$ cat config.mk
export PLATFORM = sky130hd
export DESIGN_NAME = vfifo_mq_ctrl_sc
export DESIGN_NICKNAME = d
export VERILOG_FILES = /design/src/rtl/vfifo_mq_pkg.sv /design/src/rtl/vfifo_queue_state.sv /design/src/rtl/vfifo_mq_ctrl_sc.sv
export SDC_FILE = /design/constraint.sdc
export NUM_CORES = 1
export LEC_CHECK = 0
export ABC_AREA = 1
export CORE_ASPECT_RATIO = 1.5
export CORE_MARGIN = 2
export CORE_UTILIZATION = 50
export CTS_CLUSTER_SIZE = 14
export DETAILED_ROUTE_END_ITERATION = 7
export PLACE_DENSITY = 0.88
export RECOVER_POWER = 25
export SKIP_LAST_GASP = 1
export SLEW_MARGIN = 20
export SYNTH_ARGS = -nofsm -noshare
export SYNTH_HDL_FRONTEND = slang
export SYNTH_HIERARCHICAL = 1
export SYNTH_SLANG_ARGS = --single-unit
$ cat constraint.sdc
create_clock -name clk -period 5.6 [get_ports clk]
set_input_delay 1.12 -clock clk [delete_from_list [all_inputs] [get_ports clk]]
set_output_delay 1.12 -clock clk [all_outputs]
set_load 0.02 [all_outputs]
$ cat src/rtl/vfifo_mq_pkg.sv
// vfifo_mq_pkg: shared helpers and default geometry for the multi-queue FIFO controller.
package vfifo_mq_pkg;

    function automatic int clog2(input int v);
        int r;
        r = 0;
        for (int i = 0; i < 31; i++) r = ((1 << i) < v) ? i + 1 : r;
        return r;
    endfunction

    localparam int DEF_ADDR_WIDTH = 8;
    localparam int DEF_NQ_LOG2    = 2;
    localparam int QW             = DEF_ADDR_WIDTH - DEF_NQ_LOG2;
    localparam int DEPTH          = 1 << QW;

    typedef logic [QW-1:0] ptr_t;
    typedef logic [QW:0]   cnt_t;

endpackage

$ cat src/rtl/vfifo_queue_state.sv
// vfifo_queue_state: pointers, fill count and registered full/empty flags of one circular queue.
module vfifo_queue_state
    import vfifo_mq_pkg::*;
#(
    parameter  int QDEPTH = DEPTH,
    localparam int QPW    = clog2(QDEPTH)
) (
    input  logic           clk,
    input  logic           rst,
    input  logic           wr_inc_i,
    input  logic           rd_inc_i,
    output logic [QPW-1:0] wr_ptr_o,
    output logic [QPW-1:0] rd_ptr_o,
    output logic           full_o,
    output logic           empty_o
);
    logic [QPW-1:0] wr_ptr_q, rd_ptr_q;
    logic [QPW:0]   cnt_q, cnt_d;
    logic           full_q, empty_q;

    assign cnt_d = cnt_q + (QPW+1)'(wr_inc_i) - (QPW+1)'(rd_inc_i);

    // Pointers wrap naturally at QDEPTH because it is a power of two.
    always_ff @(posedge clk) begin
        if (rst) begin
            wr_ptr_q <= '0;
            rd_ptr_q <= '0;
            cnt_q    <= '0;
            full_q   <= 1'b0;
            empty_q  <= 1'b1;
        end else begin
            wr_ptr_q <= wr_ptr_q + QPW'(wr_inc_i);
            rd_ptr_q <= rd_ptr_q + QPW'(rd_inc_i);
            cnt_q    <= cnt_d;
            full_q   <= cnt_d == (QPW+1)'(QDEPTH);
            empty_q  <= cnt_d == '0;
        end
    end

    assign wr_ptr_o = wr_ptr_q;
    assign rd_ptr_o = rd_ptr_q;
    assign full_o   = full_q;
    assign empty_o  = empty_q;
endmodule

$ cat src/rtl/vfifo_mq_ctrl_sc.sv
// vfifo_mq_ctrl_sc: splits one dual-port RAM into 2^NQ_LOG2 circular FIFOs;
// port A writes, port B reads with one cycle of RAM output latency.
module vfifo_mq_ctrl_sc
    import vfifo_mq_pkg::*;
#(
    parameter  int DATA_WIDTH = 32,
    parameter  int ADDR_WIDTH = 8,
    parameter  int NQ_LOG2    = 2,
    localparam int NQ         = 1 << NQ_LOG2,
    localparam int QPW        = ADDR_WIDTH - NQ_LOG2
) (
    input  logic                  clk,
    input  logic                  rst,
    input  logic                  wr_en,
    input  logic [NQ_LOG2-1:0]    wr_q,
    input  logic [DATA_WIDTH-1:0] wr_data,
    input  logic                  rd_en,
    input  logic [NQ_LOG2-1:0]    rd_q,
    output logic [DATA_WIDTH-1:0] rd_data,
    output logic                  rd_valid,
    output logic [NQ-1:0]         full,
    output logic [NQ-1:0]         empty,
    output logic                  wr_err,
    output logic                  rd_err,
    output logic [DATA_WIDTH-1:0] ram_d_a,
    output logic [ADDR_WIDTH-1:0] ram_adr_a,
    output logic                  ram_we_a,
    output logic [ADDR_WIDTH-1:0] ram_adr_b,
    input  logic [DATA_WIDTH-1:0] ram_q_b
);
    logic [QPW-1:0] wr_ptr [NQ];
    logic [QPW-1:0] rd_ptr [NQ];
    logic [NQ-1:0]  wr_inc, rd_inc;
    logic           wr_acc, rd_acc;
    logic           rd_valid_q, wr_err_q, rd_err_q;
    logic           rd_valid_d, wr_err_d, rd_err_d;

    // Registered flags gate acceptance, so a full queue never passes a write
    // through a same-cycle read and an empty queue never bypasses a write.
    assign wr_acc = wr_en & ~full[wr_q];
    assign rd_acc = rd_en & ~empty[rd_q];

    for (genvar i = 0; i < NQ; i++) begin : g_q
        assign wr_inc[i] = wr_acc && (wr_q == NQ_LOG2'(i));
        assign rd_inc[i] = rd_acc && (rd_q == NQ_LOG2'(i));
        vfifo_queue_state #(.QDEPTH(1 << QPW)) u_state (
            .clk      (clk),
            .rst      (rst),
            .wr_inc_i (wr_inc[i]),
            .rd_inc_i (rd_inc[i]),
            .wr_ptr_o (wr_ptr[i]),
            .rd_ptr_o (rd_ptr[i]),
            .full_o   (full[i]),
            .empty_o  (empty[i])
        );
    end

    assign ram_we_a  = wr_acc;
    assign ram_adr_a = {wr_q, wr_ptr[wr_q]};
    assign ram_d_a   = wr_data;
    assign ram_adr_b = {rd_q, rd_ptr[rd_q]};

    assign rd_valid_d = rd_acc;
    assign wr_err_d   = wr_en & full[wr_q];
    assign rd_err_d   = rd_en & empty[rd_q];

    always_ff @(posedge clk) begin
        if (rst) begin
            rd_valid_q <= 1'b0;
            wr_err_q   <= 1'b0;
            rd_err_q   <= 1'b0;
        end else begin
            rd_valid_q <= rd_valid_d;
            wr_err_q   <= wr_err_d;
            rd_err_q   <= rd_err_d;
        end
    end

    assign rd_valid = rd_valid_q;
    assign wr_err   = wr_err_q;
    assign rd_err   = rd_err_q;
    assign rd_data  = ram_q_b;
endmodule

==> run summary <==
Initial DRC Count -> 199
Final nets -> 835
Core Region -> 0.0105 sq mm
routed vias -> 4361
Req. time, crit path -> 4.48 ns
Setup WS post-layout -> 1.48 ns
Clock Sinks -> 87
Post-CTS Setup Bufs -> 0
Post-Place Worst Slack -> 1.51 ns
outcome -> finished clean
GRT Total Usage -> 0.197
Die W -> 88.5 um
initial antenna violation count -> 0
Pwr Density -> 443 mW/mm^2
critical path peak fanout -> 8
placed cells -> 848
Internal -> 1.49 mW
min Tclk post-route -> 4.12 ns
largest net degree at the start of global routing -> 35
Worst setup SP type -> input pin
VDD IR-drop max -> 0.219 mV
sw frac -> 0.403
worst hold slack -> 0.501 ns
total power -> 2.49 mW
sequential power share -> 0.310
Core Util, Final -> 0.536
cell area after layout -> 0.00561 sq mm
first-pass GRT wire length -> 17.8 mm
Fmax -> 242 MHz
IO buf count -> 35
initial core utilization -> 0.511
antenna cells -> 0
Gates resized, CTS repair -> 0
RSZ-0062 raised after global routing -> false
Post-Syn Area per Cell -> 7.19 sq um
P_sw -> 1.00 mW
library cells used by synthesis -> 24
Slew Viols, Final -> 0
Area growth syn-to-layout -> 4.96%
RePlAce Congestion -> 0.880
row cnt -> 46
# DRC -> 0
Layout Skew -> 0.00789 ns
worst-case clock buffer depth -> 2
Worst-path clk slew -> 0.06 ns
crit end category -> output port
Die Ht -> 131 um
synth top area cells -> dfxtp_1 33%, ha_1 10%, buf_4 9.5%
most common cell after layout, fill and taps aside -> inv_1
syn nets -> 864
drt first pass iters -> 5
max cap viols -> 0
Comb power frac -> 0.465
routed wire length -> 10.8 mm
Post-DP Area -> 0.00534 sq mm
actual slew at the worst max-slew pin -> 0.677 ns
synthesis warning total -> 6
wire per inst -> 12.5 um
Yosys top cell by area -> dfxtp_1
DRT antenna net count -> 0
root cell of the clock tree -> clkbuf_16
Clock power frac -> 0.225
Final Hold Fails -> 0
Arrival @ worst endpoint -> 3.00 ns
Leak -> 2.73 nW
hold crit path type -> reg2reg
kind of critical path -> in2out
number of synthesized register bits -> 87
synthesized area -> 0.00535 sq mm
detailed-placement wirelength estimate -> 8.25 mm
commonest non-fill, non-tap cells in the layout -> 124 x inv_1, 119 x nand2_1, 87 x dfxtp_1
setup_tns -> 0 ns
Synth Instances -> 744
area fraction of the dominant cell type after synthesis -> 0.326
final setup vio count -> 0
vias in the first global route -> 4152
Worst-Skew Late Latency -> 0.34 ns
share of cells above drive strength 1 -> 0.0833
CTS buffer count -> 9
CTS HTree Levels -> 3
Via density -> 5.05
Die ar. -> 0.0116 sq mm
sequential element share of the synthesized area -> 0.326
I/O pin cnt -> 164
total grt overflow -> 0
Tcrit/Tclk final -> 0.737
Slew headroom -> 0.548
Finished Layout Cells -> 864
CTS tree -> yes
# hold bufs at CTS -> 0
metal layers:
| metal | routed length (um) | track usage | share of wire | vias to the layer above |
|---|---|---|---|---|
| met5 | 0 | 0 | 0 | - |
| met4 | 471 | 0.118 | 0.044 | 0 |
| met3 | 564 | 0.0371 | 0.052 | 50 |
| met2 | 5530 | 0.356 | 0.51 | 109 |
| met1 | 4250 | 0.208 | 0.39 | 1991 |
| li1 | - | - | - | 2211 |
area by class of cell:
cell class | count | area (sq um)
Clock inverter | 3 | 17.5
Multi-Input combinational cell | 437 | 2520
Inverter | 144 | 541
Clock buffer | 13 | 260
Tap cell | 144 | 180
Sequential cell | 87 | 1740
Fill cell | 1000 | 4860
Timing Repair Buffer | 36 | 353
Yosys cell counts:
cell type	number
a22oi_1	18
ha_1	44
nor2_2	4
nand3_1	44
dfxtp_1	87
clkinv_1	4
nand2_1	119
nor3_1	16
buf_4	68
nand3_2	6
o21ai_0	16
and3_1	8
buf_2	4
nor2_1	75
nand3b_1	4
a21oi_1	50
clkbuf_1	4
nand2_2	14
nand4_1	7
xor2_2	4
inv_1	124
xnor2_1	4
fa_1	4
inv_2	16
state kept, by name, summed over array words and instances (netlist names):
name                  count
rd_valid                  1
g_q.u_state/cnt_q        28
g_q.u_state/wr_ptr_o     24
wr_err                    1
g_q.u_state/full_o        4
g_q.u_state/empty_o       4
rd_err                    1
g_q.u_state/rd_ptr_o     24
worst paths after layout:
path / from / end / slack (ns) / cells after the start
worst min register to register: g_q[1].u_state/rd_ptr_o[4] / g_q[1].u_state/rd_ptr_o[4] / 0.50 / 2
worst max register to register: g_q[2].u_state/empty_o / g_q[3].u_state/empty_o / 3.08 / 16
worst min-delay path: g_q[1].u_state/rd_ptr_o[4] / g_q[1].u_state/rd_ptr_o[4] / 0.50 / 2
worst max-delay path: rd_q[0] / ram_adr_b[1] / 1.48 / 5
power groups by stage:
stage	clock network [mW]	registers, mW	logic, mW
floorplan	0	0.787	0.974
global route	0.598	0.783	1.33
CTS	0.576	0.774	1.15
finish	0.560	0.773	1.16
global placement	0	0.787	1.11
detailed placement	0	0.787	1.14
worst max-delay path: stages:
cell and delay (ns):
dlygate4sd3_1 0.66, nor2_1 0.36, a22oi_1 0.16, nand2_1 0.10, clkdlybuf4s50_1 0.60
kinds of logic after synthesis:
group,after synthesis,synth area share
DFF,87,0.326
buffers and inverters,220,0.203
xor gates and xnor gates,8,0.0187
and+or+nand+nor,297,0.248
AOI/OAI and AO/OA,84,0.0870
adders and majority gates,48,0.118
(Power assumes the default switching activity.)
